File: config.mk
export PLATFORM = sky130hd
export DESIGN_NAME = lor_err_monitor
export DESIGN_NICKNAME = d
export VERILOG_FILES = /design/src/rtl/lor_err_monitor.sv
export SDC_FILE = /design/constraint.sdc
export NUM_CORES = 1
export LEC_CHECK = 0
export ABC_AREA = 1
export CORE_MARGIN = 5
export CORE_UTILIZATION = 50
export CTS_BUF_LIST = sky130_fd_sc_hd__clkbuf_8
export CTS_CLUSTER_DIAMETER = 200
export CTS_CLUSTER_SIZE = 14
export DETAILED_ROUTE_END_ITERATION = 16
export PLACE_DENSITY = 0.87
export SLEW_MARGIN = 30
export SYNTH_ARGS = -nofsm -noshare
export SYNTH_HDL_FRONTEND = slang
export SYNTH_SLANG_ARGS = --single-unit
File: constraint.sdc
create_clock -name clk -period 4.1 [get_ports clk]
set_input_delay 1.23 -clock clk [delete_from_list [all_inputs] [get_ports clk]]
set_output_delay 1.23 -clock clk [all_outputs]
set_load 0.005 [all_outputs]
File: src/rtl/lor_err_monitor.sv
// Error-statistics monitor for lower-part-OR approximate adders.
// Each accepted sample is compared with the exact sum and folded into
// windowed statistics: error count, saturating error-distance sum and
// maximum error. The host reads the results once done is high.
//
// state   | meaning
// --------+--------------------------------------------------------------
// S_IDLE  | waiting for the first start after reset
// S_RUN   | accepting samples until sample_count reaches win_len
// S_DRAIN | no new samples; waiting for the pipeline stage to retire
// S_DONE  | statistics final and held until the next start or rst
module lor_err_monitor #(
    parameter int WIDTH = 8,
    parameter int CNT_W = 16,
    parameter int ACC_W = 32
) (
    input  logic             clk,
    input  logic             rst,
    input  logic             start,
    input  logic [CNT_W-1:0] win_len,
    input  logic             in_valid,
    output logic             in_ready,
    input  logic [WIDTH-1:0] in_a,
    input  logic [WIDTH-1:0] in_b,
    input  logic [WIDTH:0]   in_approx,
    output logic             busy,
    output logic             done,
    output logic [CNT_W-1:0] sample_count,
    output logic [CNT_W-1:0] err_count,
    output logic [ACC_W-1:0] err_sum,
    output logic [WIDTH:0]   err_max
);

    // Wide enough to hold err_sum plus one diff without losing the carry,
    // even when the accumulator is narrower than a single diff.
    localparam int EXT_W = ((ACC_W > WIDTH + 1) ? ACC_W : WIDTH + 1) + 1;

    typedef enum logic [1:0] {
        S_IDLE  = 2'd0,
        S_RUN   = 2'd1,
        S_DRAIN = 2'd2,
        S_DONE  = 2'd3
    } state_t;

    state_t           state_q, state_d;
    logic [CNT_W-1:0] win_len_q, win_len_d;
    logic [CNT_W-1:0] sample_count_q, sample_count_d;
    logic [CNT_W-1:0] err_count_q, err_count_d;
    logic [ACC_W-1:0] err_sum_q, err_sum_d;
    logic [WIDTH:0]   err_max_q, err_max_d;
    logic             s1_valid_q, s1_valid_d;
    logic [WIDTH:0]   s1_diff_q, s1_diff_d;
    logic             s1_flag_q, s1_flag_d;

    logic [WIDTH:0]   exact;
    logic [WIDTH:0]   abs_diff;
    logic [EXT_W-1:0] sum_ext;
    logic             xfer;

    // Exact reference sum and absolute error distance of the offered sample.
    always_comb begin
        exact    = {1'b0, in_a} + {1'b0, in_b};
        abs_diff = (in_approx >= exact) ? (in_approx - exact) : (exact - in_approx);
        sum_ext  = EXT_W'(err_sum_q) + EXT_W'(s1_diff_q);
    end

    // Handshake and status come from registered state only.
    always_comb begin
        in_ready = (state_q == S_RUN) && (sample_count_q < win_len_q);
        xfer     = in_valid && in_ready;
        busy     = (state_q == S_RUN) || (state_q == S_DRAIN);
        done     = (state_q == S_DONE);
    end

    // Next-state, sample acceptance, stage-1 capture and stage-2 statistics.
    always_comb begin
        state_d        = state_q;
        win_len_d      = win_len_q;
        sample_count_d = sample_count_q;
        err_count_d    = err_count_q;
        err_sum_d      = err_sum_q;
        err_max_d      = err_max_q;
        s1_valid_d     = 1'b0;
        s1_diff_d      = s1_diff_q;
        s1_flag_d      = s1_flag_q;

        if (s1_valid_q) begin
            if (s1_flag_q) begin
                err_count_d = err_count_q + CNT_W'(1);
            end
            if (sum_ext > EXT_W'({ACC_W{1'b1}})) begin
                err_sum_d = '1;
            end else begin
                err_sum_d = ACC_W'(sum_ext);
            end
            if (s1_diff_q > err_max_q) begin
                err_max_d = s1_diff_q;
            end
        end

        case (state_q)
            S_RUN: begin
                if (xfer) begin
                    sample_count_d = sample_count_q + CNT_W'(1);
                    s1_valid_d     = 1'b1;
                    s1_diff_d      = abs_diff;
                    s1_flag_d      = (abs_diff != '0);
                    if (sample_count_d == win_len_q) begin
                        state_d = S_DRAIN;
                    end
                end
            end
            S_DRAIN: begin
                if (!s1_valid_q) begin
                    state_d = S_DONE;
                end
            end
            default: ;
        endcase

        // A new window wins over everything, including a same-cycle transfer.
        if (start) begin
            win_len_d      = win_len;
            sample_count_d = '0;
            err_count_d    = '0;
            err_sum_d      = '0;
            err_max_d      = '0;
            s1_valid_d     = 1'b0;
            state_d        = (win_len == '0) ? S_DRAIN : S_RUN;
        end
    end

    // State and datapath registers with synchronous reset.
    always_ff @(posedge clk) begin
        if (rst) begin
            state_q        <= S_IDLE;
            win_len_q      <= '0;
            sample_count_q <= '0;
            err_count_q    <= '0;
            err_sum_q      <= '0;
            err_max_q      <= '0;
            s1_valid_q     <= 1'b0;
            s1_diff_q      <= '0;
            s1_flag_q      <= 1'b0;
        end else begin
            state_q        <= state_d;
            win_len_q      <= win_len_d;
            sample_count_q <= sample_count_d;
            err_count_q    <= err_count_d;
            err_sum_q      <= err_sum_d;
            err_max_q      <= err_max_d;
            s1_valid_q     <= s1_valid_d;
            s1_diff_q      <= s1_diff_d;
            s1_flag_q      <= s1_flag_d;
        end
    end

    assign sample_count = sample_count_q;
    assign err_count    = err_count_q;
    assign err_sum      = err_sum_q;
    assign err_max      = err_max_q;

endmodule

==> reports/metrics.csv <==
stage,metric,value,unit
critical_path,crit_start,in_a[1],
synthesis,ys_async_sr_fraction,0,%
sta,max_freq,252,MHz
critical_path,worstReg2RegStart,err_sum[0]$_SDFFE_PP0P_,
clock_tree,clkLatencyLatePin,0.40,ns
final_layout,num_antenna_cells,0,
min_path,hp-class,reg -> reg,
clock_tree,postCtsHoldBufs,0,
sta,final_hold_viol_count,0,
clock_tree,cts_made_buffers,9,
synthesis,synth_edf_count,0,
floorplan,initial_core_util,51.4,%
global_route,grt_pass1_vias,7088,
min_path,hp-start,err_max[3]$_SDFFE_PP0P_,
detailed_routing,viasPerCell,5.47,
sta,fin_tns_setup,0,ns
pwr,ir_drop,0.195,mV
final_layout,layout_common_cells,"155 x nand2_1, 145 x inv_1, 110 x clkdlybuf4s50_1",
clock_tree,clkTransAtPathRegs,0.10,ns
final_layout,final_cells,1375,
synthesis,synth_top_cell_by_area,dfxtp_1,
final_layout,final_common_cell,nand2_1,
detailed_routing,drcViolationCount,0,
pwr,power-per-cell-area,295,mW/mm2
global_route,grt_pass1_wl,32.3,mm
sta,finalCritPeriodShare,96.9,%
synthesis,yosys-top-cells-area,"dfxtp_1 28%, ha_1 11%, nand2_1 8.4%, inv_1 7.7%, o21ai_0 6.5%",
critical_path,crit_type,in -> reg,
placed_design,dp_hpwl,14.7,mm
clock_tree,h-tree-depth,3,
sta,tightest_slew,0.762,ns
global_route,overflow,0,
status,status,finished clean,
detailed_routing,wl_per_cell,14.5,um
placed_design,globalplace.congestion,0.910,
sta,min_period,3.97,ns
sta,fin_skew,0.0173,ns
critical_path,cp_max_fo,6,
sta,slew_viol_final,0,
global_route,grt_max_degree,63,
floorplan,rows,43,
synthesis,synth_flop_cell,dfxtp_1,
synthesis,ys_ff_latch,102,
detailed_routing,firstDrtPassIters,6,
placed_design,numPortBuffers,120,
global_route,grt.total_usage,23.3,%
critical_path,worstSetupEndpointType,flop,
pwr,leakage,3.89,nW
final_layout,nNetsFinal,1303,
synthesis,avgSynthCellArea,7.02,um2
clock_tree,cts_tree,built,
detailed_routing,ant_nets,0,
final_layout,area_delta_synth_final,30.7,%
floorplan,die_height,130,um
clock_tree,root_buffer,clkbuf_8,
placed_design,dp_cells,1345,
sta,relSlewSlack,48.8,%
critical_path,arrival,4.29,ns
synthesis,netlist.area_leader.share,28.4,%
clock_tree,clock_sinks,102,
floorplan,pin_count,121,
synthesis,synth.distinct_cells,47,
synthesis,yosys_warnings,0,
critical_path,crit_required,4.42,ns
detailed_routing,drt_wl_total,20.0,mm
detailed_routing,vias,7519,
synthesis,syn_nets,1137,
detailed_routing,drtIter0Drc,577,
synthesis,syn-cell-area,0.00719,mm2
clock_tree,clockBufferDepth,2,
synthesis,netlist_instances,1024,
critical_path,crit_path_start_kind,input pin,
floorplan,dieArea,0.0169,mm2
synthesis,seq_area_frac_synth,28.4,%
floorplan,fp.coreArea,0.0140,mm2
job,cap_violations,0,
global_route,antenna_found_initial,0,
floorplan,die_x,130,um
final_layout,layout-drive-gt1-share,13.0,%
sta,setup_viol,0,
==> synth_stat cells (8+ instances only) <==
cell	count
nand4_1	16
nor3_1	18
clkbuf_1	22
nor4_1	9
xor2_1	44
inv_1	147
nand2_1	160
ha_1	64
o211ai_1	12
a21oi_1	91
nand2_2	10
o21ai_0	94
nand3_1	56
dfxtp_1	102
xnor2_1	11
nor2_1	73
nor2_2	8
a31oi_1	21
==> through the flow <==
step	cell area (um2)	setup slack [ns]	power, W	hold slack, ns	util, %
after global placement	8890	-0.619	0.00197	0.462	63.6
after CTS	9290	0.0362	0.00273	0.483	66.4
final	9390	0.127	0.00277	0.481	67.1
after global routing	9390	-0.0574	0.00294	0.517	67.1
after floorplan	7190	0.00122	0.00160	0.461	-
after detailed placement	8890	-0.688	0.00199	0.466	63.6
==> path summary, 6_finish.rpt <==
check                              end  slack [ns]  cells past startpoint
min reg2reg    err_max[3]$_SDFFE_PP0P_        0.48                      2
max reg2reg   err_sum[18]$_SDFFE_PP0P_        1.49                     11
max          s1_diff_q[5]$_SDFFE_PP0P_        0.13                     19
min            err_max[3]$_SDFFE_PP0P_        0.48                      2
==> area by class of cell <==
cell class                 count  area, um2
multi-input combinational    738       4630
fill                        1204       4600
sequential                   102       2040
timing repair buffer         188       1720
inverter                     151        567
tap                          180        225
clock buffer                   9        124
clock inverter                 7       80.1
==> cell families (layout without fill, tap and decap cells) <==
kind of cell,after synthesis,after routing,share of synthesized area (%)
xor gates and xnor gates,57,57,7.35
AOI/OAI and AO/OA,251,251,19.5
adders and majority gates,68,68,12.3
DFF,102,102,28.4
buffers and inverters,184,355,9.87
and+or+nand+nor,362,362,22.6
==> state kept, by name (all words and copies together), names as in the netlist <==
signal	flops
err_count	16
err_max	9
err_sum	32
s1_diff_q	9
s1_flag_q	1
s1_valid_q	1
sample_count	16
state_q	2
win_len_q	16
==> per-layer routing <==
layer | global-route usage, % | up-vias | wire [um]
met5 | 0 | - | 0
met4 | 6.60 | 0 | 403
met3 | 4.26 | 39 | 1100
met2 | 40.0 | 207 | 9690
met1 | 30.0 | 3512 | 8770
li1 | - | 3761 | -
==> worst max-delay path, stage by stage <==
cell	delay, ns
clkdlybuf4s15_1	0.27
inv_2	0.07
fa_2	0.40
o21ai_2	0.17
a21oi_1	0.08
o21bai_1	0.21
xor2_1	0.12
buf_4	0.14
buf_4	0.12
ha_1	0.19
a21o_1	0.20
a31oi_4	0.16
nand3_2	0.11
a21oi_4	0.20
buf_6	0.15
nand2_2	0.06
buf_4	0.15
buf_4	0.12
a31oi_1	0.15
==> power breakdown <==
group / internal [W] / switching (W)
clock: 0.000291 / 0.000390
combinational: 0.000505 / 0.000517
sequential: 0.00103 / 0.0000420
==> what timing repair did <==
item	CTS	global route
endpoints found under the setup margin	9	9
gates resized for setup	29	27
gates cloned	0	0
endpoints found under the hold margin	0	0
pin swaps	25	32
buffers inserted	13	1
Power figures use the tool's default switching activity.
